$ cat src/rtl/kinase_ctrl_seq_if.sv
// Actuation bus and handshake bundle between the assay host and the kinase
// control sequencer. The host drives start/hold/abort; the sequencer drives
// the valve, sieve and pump lines plus its status outputs.
interface kinase_ctrl_seq_if;
  logic        start;
  logic        hold;
  logic        abort;
  logic [12:0] c;
  logic [3:0]  s;
  logic [4:0]  p;
  logic        busy;
  logic        done;
  logic        aborted;
  logic [2:0]  phase;

  // Host side: issues commands and observes the bus
  modport master (
    output start, hold, abort,
    input  c, s, p, busy, done, aborted, phase
  );

  // Sequencer side: accepts commands and drives the bus
  modport slave (
    input  start, hold, abort,
    output c, s, p, busy, done, aborted, phase
  );
endinterface

$ cat src/rtl/kinase_ctrl_seq.sv
// Assay recipe sequencer for the dual kinase-activity chip. Walks
// LOAD_A -> LOAD_B -> MIX -> INCUBATE -> WASH -> ELUTE -> DONE, drives the
// shared valve/sieve/pump bus with registered Moore outputs, and runs a
// six-step peristaltic pattern on p[2:0] during the pumped phases.
module kinase_ctrl_seq #(
  parameter int PUMP_DIV    = 4,
  parameter int LOAD_STEPS  = 12,
  parameter int MIX_STEPS   = 48,
  parameter int INC_CYCLES  = 1000,
  parameter int WASH_STEPS  = 24,
  parameter int ELUTE_STEPS = 12,
  parameter int CNT_W       = 16
) (
  input logic              clk,
  input logic              rst_n,
  kinase_ctrl_seq_if.slave bus
);

  localparam logic [2:0] S_IDLE     = 3'd0;
  localparam logic [2:0] S_LOAD_A   = 3'd1;
  localparam logic [2:0] S_LOAD_B   = 3'd2;
  localparam logic [2:0] S_MIX      = 3'd3;
  localparam logic [2:0] S_INCUBATE = 3'd4;
  localparam logic [2:0] S_WASH     = 3'd5;
  localparam logic [2:0] S_ELUTE    = 3'd6;
  localparam logic [2:0] S_DONE     = 3'd7;

  // Zero-length phases are stretched to one step/cycle so the recipe never stalls.
  localparam logic [CNT_W-1:0] DIV_LAST   = CNT_W'(((PUMP_DIV    < 1) ? 1 : PUMP_DIV)    - 1);
  localparam logic [CNT_W-1:0] LOAD_LAST  = CNT_W'(((LOAD_STEPS  < 1) ? 1 : LOAD_STEPS)  - 1);
  localparam logic [CNT_W-1:0] MIX_LAST   = CNT_W'(((MIX_STEPS   < 1) ? 1 : MIX_STEPS)   - 1);
  localparam logic [CNT_W-1:0] INC_LAST   = CNT_W'(((INC_CYCLES  < 1) ? 1 : INC_CYCLES)  - 1);
  localparam logic [CNT_W-1:0] WASH_LAST  = CNT_W'(((WASH_STEPS  < 1) ? 1 : WASH_STEPS)  - 1);
  localparam logic [CNT_W-1:0] ELUTE_LAST = CNT_W'(((ELUTE_STEPS < 1) ? 1 : ELUTE_STEPS) - 1);

  logic [2:0]       state_q, state_d;
  logic [CNT_W-1:0] stepCnt_q, stepCnt_d;
  logic [CNT_W-1:0] divCnt_q, divCnt_d;
  logic [2:0]       pumpIdx_q, pumpIdx_d;
  logic [12:0]      c_q, c_d;
  logic [3:0]       s_q, s_d;
  logic [4:0]       p_q, p_d;
  logic             busy_q, busy_d;
  logic             done_q, done_d;
  logic             aborted_q, aborted_d;
  logic [CNT_W-1:0] stepLast;
  logic             pumped;
  logic             abortHit;

  // Phase sequencing: abort first, then DONE exit, then hold, then duration counting.
  always_comb begin
    state_d   = state_q;
    stepCnt_d = stepCnt_q;
    divCnt_d  = divCnt_q;
    pumpIdx_d = pumpIdx_q;
    abortHit  = 1'b0;
    pumped    = state_q inside {S_LOAD_A, S_LOAD_B, S_MIX, S_WASH, S_ELUTE};
    case (state_q)
      S_LOAD_A, S_LOAD_B: stepLast = LOAD_LAST;
      S_MIX:              stepLast = MIX_LAST;
      S_INCUBATE:         stepLast = INC_LAST;
      S_WASH:             stepLast = WASH_LAST;
      S_ELUTE:            stepLast = ELUTE_LAST;
      default:            stepLast = '0;
    endcase

    if (state_q == S_IDLE) begin
      if (bus.start && !bus.abort) begin
        state_d   = S_LOAD_A;
        stepCnt_d = '0;
        divCnt_d  = '0;
        pumpIdx_d = '0;
      end
    end else if (bus.abort) begin
      state_d   = S_IDLE;
      stepCnt_d = '0;
      divCnt_d  = '0;
      pumpIdx_d = '0;
      abortHit  = 1'b1;
    end else if (state_q == S_DONE) begin
      state_d = S_IDLE;
    end else if (bus.hold) begin
      state_d = state_q;
    end else if (!pumped) begin
      if (stepCnt_q >= stepLast) begin
        state_d   = state_q + 3'd1;
        stepCnt_d = '0;
        divCnt_d  = '0;
        pumpIdx_d = '0;
      end else begin
        stepCnt_d = stepCnt_q + CNT_W'(1);
      end
    end else if (divCnt_q >= DIV_LAST) begin
      divCnt_d = '0;
      if (stepCnt_q >= stepLast) begin
        state_d   = state_q + 3'd1;
        stepCnt_d = '0;
        pumpIdx_d = '0;
      end else begin
        stepCnt_d = stepCnt_q + CNT_W'(1);
        pumpIdx_d = (pumpIdx_q == 3'd5) ? 3'd0 : pumpIdx_q + 3'd1;
      end
    end else begin
      divCnt_d = divCnt_q + CNT_W'(1);
    end
  end

  // Output decode from the upcoming state so registered outputs change on the entry edge.
  always_comb begin
    c_d       = '1;
    s_d       = '1;
    p_d       = '1;
    busy_d    = (state_d != S_IDLE);
    done_d    = (state_d == S_DONE);
    aborted_d = abortHit;
    case (state_d)
      S_LOAD_A: c_d[1:0] = 2'b00;
      S_LOAD_B: c_d[3:2] = 2'b00;
      S_MIX: begin
        c_d[7:4] = 4'b0000;
        p_d[3]   = 1'b0;
      end
      S_WASH:   c_d[9:8] = 2'b00;
      S_ELUTE: begin
        c_d[12:10] = 3'b000;
        s_d        = 4'b0000;
        p_d[4]     = 1'b0;
      end
      default: c_d = '1;
    endcase
    if (state_d inside {S_LOAD_A, S_LOAD_B, S_MIX, S_WASH, S_ELUTE}) begin
      case (pumpIdx_d)
        3'd0:    p_d[2:0] = 3'b110;
        3'd1:    p_d[2:0] = 3'b010;
        3'd2:    p_d[2:0] = 3'b011;
        3'd3:    p_d[2:0] = 3'b001;
        3'd4:    p_d[2:0] = 3'b101;
        default: p_d[2:0] = 3'b100;
      endcase
    end
  end

  // State, counters and bus outputs; reset forces the safe all-closed pattern.
  always_ff @(posedge clk or negedge rst_n) begin
    if (!rst_n) begin
      state_q   <= S_IDLE;
      stepCnt_q <= '0;
      divCnt_q  <= '0;
      pumpIdx_q <= '0;
      c_q       <= '1;
      s_q       <= '1;
      p_q       <= '1;
      busy_q    <= 1'b0;
      done_q    <= 1'b0;
      aborted_q <= 1'b0;
    end else begin
      state_q   <= state_d;
      stepCnt_q <= stepCnt_d;
      divCnt_q  <= divCnt_d;
      pumpIdx_q <= pumpIdx_d;
      c_q       <= c_d;
      s_q       <= s_d;
      p_q       <= p_d;
      busy_q    <= busy_d;
      done_q    <= done_d;
      aborted_q <= aborted_d;
    end
  end

  assign bus.c       = c_q;
  assign bus.s       = s_q;
  assign bus.p       = p_q;
  assign bus.busy    = busy_q;
  assign bus.done    = done_q;
  assign bus.aborted = aborted_q;
  assign bus.phase   = state_q;

endmodule

$ cat src/flat_wrapper.sv
// flat-port wrapper written by rule: the top's interface ports become plain ports
module kinase_ctrl_seq_flat 
#(
  parameter int PUMP_DIV    = 4,
  parameter int LOAD_STEPS  = 12,
  parameter int MIX_STEPS   = 48,
  parameter int INC_CYCLES  = 1000,
  parameter int WASH_STEPS  = 24,
  parameter int ELUTE_STEPS = 12,
  parameter int CNT_W       = 16
)
  (clk, rst_n, bus_start, bus_hold, bus_abort, bus_c, bus_s, bus_p, bus_busy, bus_done, bus_aborted, bus_phase);
  kinase_ctrl_seq_if bus_i ();
  input logic clk;
  input logic rst_n;
  input wire logic [$bits(bus_i.start)-1:0] bus_start;
  input wire logic [$bits(bus_i.hold)-1:0] bus_hold;
  input wire logic [$bits(bus_i.abort)-1:0] bus_abort;
  output wire logic [$bits(bus_i.c)-1:0] bus_c;
  output wire logic [$bits(bus_i.s)-1:0] bus_s;
  output wire logic [$bits(bus_i.p)-1:0] bus_p;
  output wire logic [$bits(bus_i.busy)-1:0] bus_busy;
  output wire logic [$bits(bus_i.done)-1:0] bus_done;
  output wire logic [$bits(bus_i.aborted)-1:0] bus_aborted;
  output wire logic [$bits(bus_i.phase)-1:0] bus_phase;
  assign bus_i.start = bus_start;
  assign bus_i.hold = bus_hold;
  assign bus_i.abort = bus_abort;
  assign bus_c = bus_i.c;
  assign bus_s = bus_i.s;
  assign bus_p = bus_i.p;
  assign bus_busy = bus_i.busy;
  assign bus_done = bus_i.done;
  assign bus_aborted = bus_i.aborted;
  assign bus_phase = bus_i.phase;
  kinase_ctrl_seq #(.PUMP_DIV(PUMP_DIV), .LOAD_STEPS(LOAD_STEPS), .MIX_STEPS(MIX_STEPS), .INC_CYCLES(INC_CYCLES), .WASH_STEPS(WASH_STEPS), .ELUTE_STEPS(ELUTE_STEPS), .CNT_W(CNT_W)) u_core (.clk(clk), .rst_n(rst_n), .bus(bus_i));
endmodule
$ cat config.mk
export PLATFORM = sky130hd
export DESIGN_NAME = kinase_ctrl_seq_flat
export DESIGN_NICKNAME = d
export VERILOG_FILES = /design/src/rtl/kinase_ctrl_seq_if.sv /design/src/rtl/kinase_ctrl_seq.sv /design/src/flat_wrapper.sv
export SDC_FILE = /design/constraint.sdc
export NUM_CORES = 1
export LEC_CHECK = 0
export ABC_AREA = 1
export BUFFER_PORTS_ARGS = -buffer_cell sky130_fd_sc_hd__clkbuf_2
export CELL_PAD_IN_SITES_DETAIL_PLACEMENT = 0
export CELL_PAD_IN_SITES_GLOBAL_PLACEMENT = 1
export CORE_UTILIZATION = 39
export CTS_CLUSTER_SIZE = 20
export DETAILED_ROUTE_END_ITERATION = 16
export PLACE_DENSITY = 0.75
export SLEW_MARGIN = 20
export SYNTH_ARGS = -nofsm -noshare
export SYNTH_HDL_FRONTEND = slang
export SYNTH_SLANG_ARGS = --single-unit
$ cat constraint.sdc
create_clock -name clk -period 2.8 [get_ports clk]
set_input_delay 0.14 -clock clk [delete_from_list [all_inputs] [get_ports clk]]
set_output_delay 0.14 -clock clk [all_outputs]
set_load 0.02 [all_outputs]
== After elaboration in Yosys (flattened, before gate mapping) ==
Cells that the tools add are included.
Operators by class
  add/subtract/negate cells: 4
  order comparisons: 2
  eq/ne operators: 22
  mux-type cells: 46
  reductions and logical operators: 11
Operators with widths (count)
  16-bit 2-to-1 mux: 15
  3-bit 2-to-1 mux: 20
  10-bit case mux with 4 select lines: 1
  16-bit by 1-bit adder with 16-bit output, second input constant: 2
  3-bit equality test, second input constant: 9
  3-bit by 2-bit equality test with 1-bit output, second input constant: 6
  16-bit by 10-bit greater-or-equal comparator with 1-bit output: 1
  16-bit by 2-bit greater-or-equal comparator with 1-bit output, second input constant: 1
  3-bit case mux with 5 select lines: 1
  5-bit nonzero test: 2
  3-bit by 1-bit equality test with 1-bit output, second input constant: 3
  4-bit 2-to-1 mux: 2
  4-bit AND reduction: 2
  3-bit by 1-bit adder with 3-bit output, second input constant: 2
  3-bit zero test: 2
  2-bit 2-to-1 mux: 3
  1-bit 2-to-1 mux: 4
  4-bit inequality test, second input constant: 1
  4-bit nonzero test: 1
  3-bit by 1-bit inequality test with 1-bit output, second input constant: 1
  3-bit by 2-bit inequality test with 1-bit output, second input constant: 1
  3-bit nonzero test: 1
  3-bit OR reduction: 1
  2-bit inequality test, second input constant: 1
  2 further kinds: 2
Word-level totals
  register bits: 63
  word-level logic and storage cells: 95

== Longest topological paths before layout ==
Gate-level depths: netlist (run 1).
  depth after elaboration: 14
  depth in mapped cells: 25
  gate-level depth less buffers: 25

== Worst setup path after synthesis (run 1) ==
Ideal clock, no wire load.
  path type: flip-flop to flip-flop
  start point: reg u_core.state_q[1] (netlist: u_core.bus.phase[1])
  end point: reg u_core.p_q[2] (netlist: u_core.bus.p[2])
  arrival time: 2.689 ns
  required time: 2.739 ns
  slack: 0.050 ns
  cell stages (with the launch flop): 22
  buffers on the path: 0
  period minus slack after synthesis: 2.750 ns
  cells stage by stage: dfrtp_1 inv_1 ha_1 nand2_1 nand2_1 nor3_1 inv_1 ha_1 nand2_1 nor2_1 nand2_1 nor2_1 nor2_2 nand2_4 nand2_2 nand2_1 nand3_1 a21oi_1 nand2_1 nand2_1 inv_2 nand2_1
Between the ends
  longest elaborated chain between the ends: 14
  elaborated cells on any way between the ends: 42
Ends and longest elaborated chain
  from (decl): RTL line kinase_ctrl_seq.sv:36  | logic [2:0] state_q, state_d;
  from (signal assigned): RTL line kinase_ctrl_seq.sv:157  | state_q <= state_d;
  3-bit equality test, or another cell as far along: RTL line kinase_ctrl_seq.sv:57, kinase_ctrl_seq.sv:58
  3-bit OR reduction (no source line)
  10-bit case mux with 4 select lines: RTL line kinase_ctrl_seq.sv:58  | case (state_q)
  16-bit by 10-bit greater-or-equal comparator with 1-bit output: RTL line kinase_ctrl_seq.sv:85, kinase_ctrl_seq.sv:95
  3-bit 2-to-1 mux (on tied branches): RTL line kinase_ctrl_seq.sv:95, kinase_ctrl_seq.sv:85
  3-bit 2-to-1 mux: RTL line kinase_ctrl_seq.sv:93  | end else if (divCnt_q >= DIV_LAST) begin
  3-bit 2-to-1 mux: RTL line kinase_ctrl_seq.sv:84  | end else if (!pumped) begin
  3-bit 2-to-1 mux: RTL line kinase_ctrl_seq.sv:82  | end else if (bus.hold) begin
  3-bit 2-to-1 mux: RTL line kinase_ctrl_seq.sv:80  | end else if (state_q == S_DONE) begin
  3-bit 2-to-1 mux: RTL line kinase_ctrl_seq.sv:74  | end else if (bus.abort) begin
  3-bit 2-to-1 mux: RTL line kinase_ctrl_seq.sv:67  | if (state_q == S_IDLE) begin
  3-bit equality test, or another cell as far along: RTL line kinase_ctrl_seq.sv:132  | case (pumpIdx_d)
  3-bit case mux with 5 select lines or 5-bit nonzero test (tied branches): RTL line kinase_ctrl_seq.sv:132, kinase_ctrl_seq.sv:131
  3-bit 2-to-1 mux (*): RTL line kinase_ctrl_seq.sv:131  | if (state_d inside {S_LOAD_A, S_LOAD_B, S_MIX, S_WASH, S_ELUTE}) begin
  via u_core.p_d[2]: RTL line kinase_ctrl_seq.sv:42  | logic [4:0] p_q, p_d;
  to (signal assigned): RTL line kinase_ctrl_seq.sv:163  | p_q <= p_d;
  to (decl): RTL line kinase_ctrl_seq.sv:42
Mark *: on every way through the listed nets, which the timed path passes. The rest lies on a longest branch.
A chain may end at the register's enable or synchronous reset.

== Worst setup path after layout (run 1) ==
  start point: reg u_core.state_q[1] (netlist: u_core.bus.phase[1])
  end point: reg u_core.p_q[1] (netlist: u_core.bus.p[1])
Between the ends
  longest elaborated chain between the ends: 14
  elaborated cells on any way between the ends: 42
Ends and longest elaborated chain (RTL line)
  3-bit equality test, or another cell as far along: kinase_ctrl_seq.sv:57, kinase_ctrl_seq.sv:58
  3-bit OR reduction (no source line)
  10-bit case mux with 4 select lines: kinase_ctrl_seq.sv:58
  16-bit by 10-bit greater-or-equal comparator with 1-bit output: kinase_ctrl_seq.sv:85, kinase_ctrl_seq.sv:95
  3-bit 2-to-1 mux: kinase_ctrl_seq.sv:85, kinase_ctrl_seq.sv:95
  3-bit 2-to-1 mux: kinase_ctrl_seq.sv:93
  3-bit 2-to-1 mux: kinase_ctrl_seq.sv:84
  3-bit 2-to-1 mux: kinase_ctrl_seq.sv:82
  3-bit 2-to-1 mux: kinase_ctrl_seq.sv:80
  3-bit 2-to-1 mux: kinase_ctrl_seq.sv:74
  3-bit 2-to-1 mux (*): kinase_ctrl_seq.sv:67
  via u_core.state_d[2]: kinase_ctrl_seq.sv:36
  3-bit by 1-bit equality test with 1-bit output, or another cell as far along: kinase_ctrl_seq.sv:131
  5-bit nonzero test (*): kinase_ctrl_seq.sv:131
  3-bit 2-to-1 mux (*): kinase_ctrl_seq.sv:131
  via u_core.p_d[1]: kinase_ctrl_seq.sv:42
Marks and branches as above.

==> summary.md, run 1 <==
| Metric | Value |
|---|---|
| Final Net Count | `408` |
| Reg2Reg Depth | `20` |
| Pins Over Slew Limit | `0` |
| Root buffer cell | `clkbuf_8` |
| Most frequent cells in the layout | `72 x nand2_1, 51 x nor2_1, 49 x inv_1` |
| RSZ-0062 raised after global routing | `yes` |
| Syn avg cell area | `8.05 sq um` |
| Commonest non-fill, non-tap cell in the layout | `nand2_1` |
| Post-synth net total | `368` |
| Clock sink total | `49` |
| Vias in the first global route | `1,946` |
| Final Wtd Congestion | `0.860` |
| Global-route wire length before repair | `8.91 mm` |
| Netlist cell types | `34` |
| Avg Vias per Cell | `4.42` |
| Post-Route Setup TNS | `0 ps` |
| Crit path capture type | `flop` |
| FF/Latch Area | `1240 sq um` |
| Fill count | `716` |
| Port Buf Inserts | `32` |
| Register area share after synthesis | `44.4%` |
| Async S/R FF share, synth | `100%` |
| Die W | `86.5 microns` |
| Antenna Cells | `0` |
| Fmax achieved | `379 MHz` |
| Synth area leader | `dfrtp_1` |
| HPWL Detailed | `3.95 mm` |
| CP max FO | `6` |
| Worst Path Required | `3060 ps` |
| Area of the multi-input gates | `1270 sq um` |
| Hold crit path type | `in2reg` |
| Leak pwr | `1.69 nW` |
| H-tree depth | `2` |
| Placed insts | `464` |
| TritonCTS clock tree | `done` |
| Worst clock skew | `12.5 ps` |
| DRC Markers | `0` |
| GRT overflow | `0` |
| Crit path time final | `2640 ps` |
| Clock-pin slew on the worst setup and hold paths | `100 ps` |
| Peak VDD IR | `0.000611 V` |
| Area growth syn-to-layout | `17.1%` |
| Critical path class | `reg2reg` |
| Final setup fails | `0` |
| Vert. Die Dim | `86.5 microns` |
| Iteration-0 DRC Markers | `74` |
| Initial antenna violation count | `0` |
| Final hold viol count | `0` |
| Ratio of cells with drive above 1 in the final layout | `27.9%` |
| Worst-margin pin slew | `559 ps` |
| Final ANT Viol Nets | `0` |
| Status | `finished clean` |
| WP data arrival | `2900 ps` |
| Final std cells w/o fill | `483` |
| DR vias | `2,136` |
| Largest net degree at the start of global routing | `29` |
| Pwr per Cell Area | `964 nW/um^2` |
| I/O pins | `33` |
| Post-Syn Area | `2780 sq um` |
| Top_reg_cell synth | `dfrtp_1` |
| Wire length per cell | `11.3 microns` |
| Cell Rows | `30` |
| Worst hold stages | `3` |
| GRT Total Usage | `15.3%` |
| Drt pass-1 iters | `4` |
| Startpoint types | `flop` |
| Initial Utilization | `40.8%` |
| Number of synthesized register bits | `49` |
| Clock network latency to the later pin of the worst-skew pair | `310 ps` |
| Max Cap Viol | `0` |
| Post-synth EDFFs | `0` |
| Total CTS buffers | `5` |
| Syn Inst Count | `346` |
| YS warnings | `0` |
| Final hold slack | `97.2 ps` |
| Crit share post-route | `94.3%` |
| Slew headroom | `62.8%` |
| Die area | `7480 sq um` |
| Top cell type's share of synthesized area | `36.9%` |
| Routed wire length | `5.46 mm` |
| Core area | `6830 sq um` |
| Top cells by area, synth | `dfrtp_1 37%, nand2_1 10%, ha_1 7.6%` |
| Clk buf depth | `2` |
-- flip-flops by register name, summed over array words and instances, names as in the netlist --
name,cells
u_core.divCnt_q,16
u_core.stepCnt_q,16
u_core.bus.c,5
u_core.bus.p,3
u_core.bus.phase,3
u_core.pumpIdx_q,3
u_core.bus.aborted,1
u_core.bus.busy,1
u_core.bus.done,1
-- metal layers --
metal  global-route usage, %  share of wire (%)
met2                    24.6                 48
met4                    5.00                1.2
met3                    3.14                1.9
met1                    20.6                 49
met5                       0                  0
-- area by class of cell --
cell class	count	share of cell area (%)
multi-input combinational	220	38.9
timing repair buffer	49	9.40
inverter	61	7.10
tap	96	3.69
clock inverter	3	0.768
clock buffer	5	2.11
sequential	49	38.0
-- cell families after synthesis --
logic type	synth area share, %
AO/OA/AOI/OAI	6.83
flip-flops	44.4
adder cells (fa/ha/maj)	7.64
XOR/XNOR	1.57
buffers and inverters	12.6
AND/OR/NAND/NOR	26.6
multiplexers	0.360
-- worst max-delay path, stage by stage (launching register included) --
cell     delay [ps]
dfrtp_2         450
buf_6           130
buf_4           130
buf_4           150
o21ai_1         170
ha_1            270
nand2_1          90
inv_1            40
nand2_1          50
nand2_1          50
nand2_1          50
nand2_1          50
nand2_1         140
nand2_4         110
nand2_2          80
o21ai_1         100
a21oi_4         230
nand3_2         110
nand2_1          80
inv_2            50
nand2_1          50
-- timing repair --
action / 4_1_cts / 5_1_grt
hold buffers: 1 / 0
endpoints found under the hold margin: 20 / 0
setup endpoints to repair: 3 / 32
buffers inserted: 2 / 8
pin swaps: 0 / 6
gates resized for setup: 1 / 20
-- stage by stage --
stage	util, %	worst slack (ps)	cell area [sq um]	total power [W]
final	47.7	159	3260	0.00314
after global routing	47.7	-67.8	3260	0.00343
after CTS	45.5	33.5	3110	0.00290
after detailed placement	43.7	-1.43	2990	0.00243
after global placement	43.7	114	2990	0.00242
after floorplan	-	50.2	2780	0.00210
-- cells in the mapped netlist, types with 2 or more instances --
| master | number |
|---|---|
| nand4_1 | 3 |
| nor2_2 | 4 |
| a22oi_2 | 2 |
| inv_1 | 50 |
| dfrtp_1 | 41 |
| a21oi_1 | 7 |
| nand3_1 | 19 |
| a21boi_1 | 2 |
| inv_2 | 11 |
| nor2_4 | 2 |
| nand2_2 | 7 |
| ha_1 | 17 |
| nor3_1 | 2 |
| nand2_1 | 74 |
| dfstp_2 | 8 |
| xor2_1 | 4 |
| buf_4 | 14 |
| o21ai_0 | 12 |
| nor2_1 | 52 |
-- report_power, final --
| group | internal, W | leakage (nW) | switching [W] |
|---|---|---|---|
| combinational | 0.000641 | 0.995 | 0.00117 |
| sequential | 0.000815 | 0.648 | 0.0000782 |
| clock | 0.000181 | 0.0447 | 0.000256 |
| total | 0.00164 | 1.69 | 0.00151 |
-- worst paths after layout --
path / startpoint / to / slack [ps]
max in group asynchronous: rst_n / u_core.bus.p[2] / 1640
min: bus_abort / u_core.bus.aborted / 100
max reg2reg: u_core.bus.phase[1] / u_core.bus.p[1] / 160
min reg2reg: u_core.divCnt_q[0] / u_core.divCnt_q[0] / 490
max: u_core.bus.phase[1] / u_core.bus.p[1] / 160
min in group asynchronous: rst_n / u_core.bus.phase[2] / 360
No activity file was read; power rests on OpenSTA's default activity.
==> inputs of run 2 (changes only) <==
--- a/config.mk
+++ b/config.mk
@@ -13,6 +13,7 @@
 export CTS_CLUSTER_SIZE = 20
 export DETAILED_ROUTE_END_ITERATION = 16
 export PLACE_DENSITY = 0.75
+export RECOVER_POWER = 25
 export SLEW_MARGIN = 20
 export SYNTH_ARGS = -nofsm -noshare
 export SYNTH_HDL_FRONTEND = slang
==> run 2 against run 1 <==
Effect of this change: combinational power hardly changed; setup slack got worse by 1.0 ps; cell count is the same; final area is 0.15% lower; register-to-register slack hardly changed; clock skew hardly changed; routed wire length hardly changed; first-iteration DRC count stayed put; clock power barely moved; global-route usage unchanged; critical path depth stayed put; critical path type unchanged; largest power group unchanged; highest routed layer unchanged.
==> summary.md, run 2 (synthesis results as in run 1) <==
| Metric | Value |
|---|---|
| Vert. Die Dim | `86.5 microns (unchanged)` |
| RSZ-0062 raised after global routing | `yes` |
| Die area | `7480 sq um (unchanged)` |
| Final setup fails | `0 (unchanged)` |
| TritonCTS clock tree | `done` |
| Final Net Count | `408 (unchanged)` |
| Pwr Total | `0.00314 W (-0.14%)` |
| Clock-pin slew on the worst setup and hold paths | `100 ps (about the same)` |
| Cell Rows | `30 (unchanged)` |
| Startpoint types | `flop` |
| Worst clock skew | `12.6 ps (+0.0170 ps)` |
| Initial antenna violation count | `0 (unchanged)` |
| Antenna Cells | `0 (unchanged)` |
| Max Cap Viol | `0 (unchanged)` |
| Slowest CP cell | `dfrtp_2` |
| Pwr per Cell Area | `964 nW/um^2 (about the same)` |
| Worst Path Required | `3060 ps (about the same)` |
| Worst Path Buf+Inv | `5 (unchanged)` |
| Iteration-0 DRC Markers | `74 (unchanged)` |
| Avg Vias per Cell | `4.43 (about the same)` |
| CP delay by family, top | `simple AND/OR/NAND/NOR gates` |
| Final hold viol count | `0 (unchanged)` |
| Drt pass-1 iters | `4 (unchanged)` |
| Critical path class | `reg2reg` |
| Status | `finished clean` |
| I/O pins | `33 (unchanged)` |
| Area growth syn-to-layout | `16.9%` |
| Ratio of cells with drive above 1 in the final layout | `26.9% (-1.0 points)` |
| Slew headroom | `19.9% (-43 points)` |
| Final setup margin | `158 ps (-1.02 ps)` |
| Core area | `6830 sq um (unchanged)` |
| Clock sink total | `49 (unchanged)` |
| Peak VDD IR | `0.000610 V (about the same)` |
| H-tree depth | `2 (unchanged)` |
| Initial Utilization | `40.8% (unchanged)` |
| Port Buf Inserts | `32 (unchanged)` |
| Leak pwr | `1.68 nW (-0.75%)` |
| Crit path capture type | `flop` |
| Slowest stage delay, CP | `450 ps (about the same)` |
| Fmax achieved | `379 MHz (about the same)` |
| Hold crit path type | `in2reg` |
| Most frequent CP cell | `nand2_1` |
| Global-route wire length before repair | `8.91 mm (unchanged)` |
| Largest net degree at the start of global routing | `29 (unchanged)` |
| Routed wire length | `5.46 mm (about the same)` |
| Vias in the first global route | `1,946 (unchanged)` |
| Pins Over Slew Limit | `0 (unchanged)` |
| Crit share post-route | `94.4% (about the same)` |
| Root buffer cell | `clkbuf_8` |
| Post-Route Setup TNS | `0 ps (unchanged)` |
| Final Wtd Congestion | `0.860 (unchanged)` |
| HPWL Detailed | `3.95 mm (unchanged)` |
| GRT Total Usage | `15.3% (unchanged)` |
| CP max FO | `6 (unchanged)` |
| Worst-margin pin slew | `1200 ps (+643 ps)` |
| Final ANT Viol Nets | `0 (unchanged)` |
| WP data arrival | `2900 ps (about the same)` |
| Die W | `86.5 microns (unchanged)` |
| Clock network latency to the later pin of the worst-skew pair | `310 ps (about the same)` |
| Worst path cell trace | `buf_6 -> buf_4 -> buf_4 -> o21ai_1 -> ha_1 -> nand2_1 -> inv_1 -> nand2_1 -> nand2_1 -> nand2_1 -> nand2_1 -> nand2_1 -> nand2_4 -> nand2_2 -> o21ai_1 -> a21oi_4 -> nand3_2 -> nand2_1 -> inv_2 -> nand2_1` |
| Most frequent cells in the layout | `72 x nand2_1, 51 x nor2_1, 49 x inv_1` |
| Clk buf depth | `2 (unchanged)` |
| Crit path time final | `2640 ps (+1.02 ps)` |
| Pre-CTS setup slack | `-1.43 ps (unchanged)` |
| Commonest non-fill, non-tap cell in the layout | `nand2_1` |
| GRT overflow | `0 (unchanged)` |
| Fin util | `47.6% (-0.073 points)` |
| Wire length per cell | `11.3 microns (about the same)` |
| DR vias | `2,138 (+0.094%)` |
| DRC Markers | `0 (unchanged)` |
| Total CTS buffers | `5 (unchanged)` |
-- run 2: cell counts in the layout (fill, tap and decap cells not counted) --
No cell type changed its count.
-- run 2: power breakdown --
group          switching [W]  internal [W]
clock               0.000256      0.000181
sequential         0.0000780      0.000815
combinational        0.00117      0.000637
total                0.00150       0.00163
-- run 2: worst reg2reg max path: stages (launching register included) --
cell     delay (ps)
dfrtp_2         450
buf_6           130
buf_4           130
buf_4           150
o21ai_1         180
ha_1            270
nand2_1          90
inv_1            40
nand2_1          50
nand2_1          50
nand2_1          50
nand2_1          50
nand2_1         140
nand2_4         110
nand2_2          80
o21ai_1         100
a21oi_4         230
nand3_2         110
nand2_1          80
inv_2            50
nand2_1          50
-- run 2: path summary, 6_finish.rpt --
kind,slack (ps),cells past startpoint,startpoint,end
setup / recovery,160,20,u_core.bus.phase[1],u_core.bus.p[1]
max in group asynchronous,1170,3,rst_n,u_core.bus.p[2]
hold reg to reg,490,1,u_core.divCnt_q[0],u_core.divCnt_q[0]
min in group asynchronous,610,2,rst_n,u_core.bus.phase[2]
hold / removal,100,3,bus_abort,u_core.bus.aborted
setup reg to reg,160,20,u_core.bus.phase[1],u_core.bus.p[1]
-- run 2: through the flow --
step / instances / hold WS [ps] / instance area (sq um)
finish: 483 / 97.2 / 3250
global route: 483 / 128 / 3250
floorplan: 346 / -156 / 2780
global placement: 464 / 173 / 2990
CTS: 475 / 101 / 3110
detailed placement: 464 / 162 / 2990
-- run 2: repair_timing --
item	CTS	global route
gates resized for setup	1	20
setup endpoints to repair	3	32
buffers inserted	2	8
pin swaps	0	6
hold buffers	1	0
hold endpoints to repair	20	0
-- run 2: final cells by class --
cell class                      count  area [sq um]
Clock buffer                        5          68.8
Sequential cell                    49          1240
Timing Repair Buffer               49           302
Clock inverter                      3          25.0
Fill cell                         720          3580
Inverter                           61           231
Tap cell                           96           120
Multi-Input combinational cell    220          1270
-- run 2: layer usage --
layer  track usage [%]  vias up  part of all wire [%]
li1                  -     1123                     -
met1              20.6      989                    49
met2              24.6       22                    48
met3              3.14        4                   2.0
met4              5.00        0                   1.2
met5                 0        -                     0
==> inputs of run 3 (changes only) <==
--- a/config.mk
+++ b/config.mk
@@ -14,7 +14,8 @@
 export DETAILED_ROUTE_END_ITERATION = 16
 export PLACE_DENSITY = 0.75
 export RECOVER_POWER = 25
-export SLEW_MARGIN = 20
+export SETUP_SLACK_MARGIN = 0.4
+export SLEW_MARGIN = 40
 export SYNTH_ARGS = -nofsm -noshare
 export SYNTH_HDL_FRONTEND = slang
 export SYNTH_SLANG_ARGS = --single-unit
==> run 3 against run 2 <==
Effect of this change: setup slack improved by 65 ps; sequential power increased by 0.9%; combinational power increased by 18%; first-iteration DRC count rose by 12%; via count rose by 3.4%; non-clock buffer count is 10 higher; clock skew down 5.2 ps; count of clock-buffer cells in the layout unchanged; register-to-register slack improved by 60 ps; flip-flop and latch count did not move.
==> summary.md, run 3 (synthesis results as in run 1) <==
| Metric | Value |
|---|---|
| Reg2Reg Depth | `19 (-5.0%)` |
| Commonest non-fill, non-tap cell in the layout | `nand2_1` |
| Avg Vias per Cell | `4.48 (+1.3%)` |
| HPWL Detailed | `3.98 mm (+0.84%)` |
| Max Cap Viol | `0 (unchanged)` |
| Total CTS buffers | `5 (unchanged)` |
| Final std cells w/o fill | `493 (+2.1%)` |
| DR vias | `2,211 (+3.4%)` |
| Final Wtd Congestion | `0.777 (-9.7%)` |
| TritonCTS clock tree | `done` |
| Core area | `6830 sq um (unchanged)` |
| Worst-margin pin slew | `1300 ps (+96.9 ps)` |
| WP data arrival | `2840 ps (-60 ps)` |
| Final setup fails | `0 (unchanged)` |
| Placed insts | `461 (-0.65%)` |
| Reg-to-Reg End | `u_core.bus.p[2]` |
| Crit path capture type | `flop` |
| CP max FO | `6 (unchanged)` |
| Fmax achieved | `388 MHz (+2.5%)` |
| Routed wire length | `5.49 mm (+0.48%)` |
| Peak VDD IR | `0.000446 V (-27%)` |
| Die W | `86.5 microns (unchanged)` |
| DRC Markers | `0 (unchanged)` |
| Worst Path Required | `3060 ps (about the same)` |
| Initial Utilization | `40.8% (unchanged)` |
| Global-route wire length before repair | `9.36 mm (+5.0%)` |
| I/O pins | `33 (unchanged)` |
| Ratio of cells with drive above 1 in the final layout | `34.5% (+7.6 points)` |
| Clock sink total | `49 (unchanged)` |
| Status | `finished clean` |
| Crit path to | `u_core.bus.p[2]` |
| Startpoint types | `flop` |
| Area growth syn-to-layout | `23.6%` |
| Root buffer cell | `clkbuf_8` |
| Initial antenna violation count | `0 (unchanged)` |
| Fin util | `50.4% (+2.7 points)` |
| Post-placement cell area | `3020 sq um (+0.92%)` |
| GRT overflow | `0 (unchanged)` |
| Worst r2r src | `u_core.bus.phase[0]` |
| Clock-pin slew on the worst setup and hold paths | `90 ps (about the same)` |
| Vert. Die Dim | `86.5 microns (unchanged)` |
| Pwr per Cell Area | `1010 nW/um^2 (+4.5%)` |
| P_sw | `0.00164 W (+8.9%)` |
| RSZ-0062 raised after global routing | `yes` |
| Post-Route Setup TNS | `0 ps (unchanged)` |
| Final Net Count | `418 (+2.5%)` |
| Critical path origin | `u_core.bus.phase[0]` |
| R2R Setup Slk | `220 ps (+60 ps)` |
| Final instance area | `3440 sq um (+5.7%)` |
| Final hold viol count | `0 (unchanged)` |
| Final ANT Viol Nets | `0 (unchanged)` |
| Wire length per cell | `11.1 microns (-1.6%)` |
| Worst clock skew | `7.34 ps (-5.22 ps)` |
| Die area | `7480 sq um (unchanged)` |
| Power Internal | `0.00183 W (+12%)` |
| Antenna Cells | `0 (unchanged)` |
| Clock network latency to the later pin of the worst-skew pair | `310 ps (about the same)` |
| H-tree depth | `2 (unchanged)` |
| Pins Over Slew Limit | `0 (unchanged)` |
| Largest net degree at the start of global routing | `25 (-14%)` |
| Clock share of power | `12.4% (-1.5 points)` |
| Cell Rows | `30 (unchanged)` |
| GRT Total Usage | `16.1% (+0.77 points)` |
| Sw frac | `47.3% (-0.69 points)` |
| Critical path class | `reg2reg` |
| Port Buf Inserts | `32 (unchanged)` |
| Reg power frac | `26.0% (-2.5 points)` |
| Hold crit path type | `in2reg` |
| Clk buf depth | `2 (unchanged)` |
| Most frequent cells in the layout | `60 x nand2_1, 50 x nor2_1, 46 x inv_1` |
| Vias in the first global route | `2,131 (+9.5%)` |
| Combinational Power Share | `61.6% (+4.0 points)` |
| Crit path time final | `2580 ps (-64.6 ps)` |
| Drt pass-1 iters | `4 (unchanged)` |
| Crit share post-route | `92.0% (-2.3 points)` |
| Slew headroom | `13.5% (-6.5 points)` |
| Leak pwr | `1.74 nW (+3.8%)` |
| Iteration-0 DRC Markers | `83 (+12%)` |
[run 3: how the worst min path moves through the flow]
stage               cells past startpoint  slack [ps]              endpoint      start
floorplan                               0        -160    u_core.bus.aborted      rst_n
global placement                        1         190  u_core.stepCnt_q[12]      rst_n
detailed placement                      1         180  u_core.stepCnt_q[12]      rst_n
CTS                                     3         100    u_core.bus.aborted  bus_abort
global route                            3         140    u_core.bus.aborted  bus_abort
finish                                  3         100    u_core.bus.aborted  bus_abort
[run 3: area by class of cell]
cell class                 instances  area [sq um]
clock inverter                     3          26.3
multi-input combinational        220          1380
sequential                        49          1240
timing repair buffer              59           373
inverter                          61           236
fill                             693          3390
clock buffer                       5          68.8
tap                               96           120
[run 3: metal layers]
metal / track usage, % / vias up / wire, microns
met3: 2.86 / 5 / 99
li1: - / 1155 / -
met2: 26.9 / 20 / 2620
met5: 0 / - / 0
met1: 21.0 / 1031 / 2700
met4: 5.45 / 0 / 73
[run 3: power groups by stage]
stage	clock, W	sequential [W]	combinational [W]
after global routing	0.000479	0.000916	0.00238
after CTS	0.000453	0.000894	0.00187
after floorplan	0	0.000980	0.00120
final	0.000429	0.000901	0.00214
after global placement	0	0.000915	0.00156
after detailed placement	0	0.000918	0.00156
[run 3: worst max-delay path, cell delays in order, from the launching register on]
cell,delay [ps]
dfrtp_2,470
inv_4,90
ha_4,140
nand2_4,60
nand2_4,110
buf_4,110
a21oi_2,30
ha_1,310
nand2_2,70
nor2_1,100
nand2_1,60
nor2_2,130
nor2_4,60
nand2_4,120
nand2_4,80
buf_4,140
a22oi_2,180
buf_4,150
a21oi_1,50
nand2_1,70
[run 3: through the flow]
step           power [W]  worst slack (ps)  hold WS [ps]
2_1_floorplan    0.00218               375          -156
3_3_place_gp     0.00247               122           186
3_5_place_dp     0.00248              84.4           185
4_1_cts          0.00322               332          96.0
5_1_grt          0.00377              12.0           140
6_report         0.00347               223           102
[run 3: timing repair]
action | in CTS | in global routing
pin swaps | 17 | 16
setup endpoints to repair | 35 | 43
hold buffers | 1 | 0
resized for setup | 24 | 14
endpoints found under the hold margin | 19 | 0
buffers inserted | 13 | 10
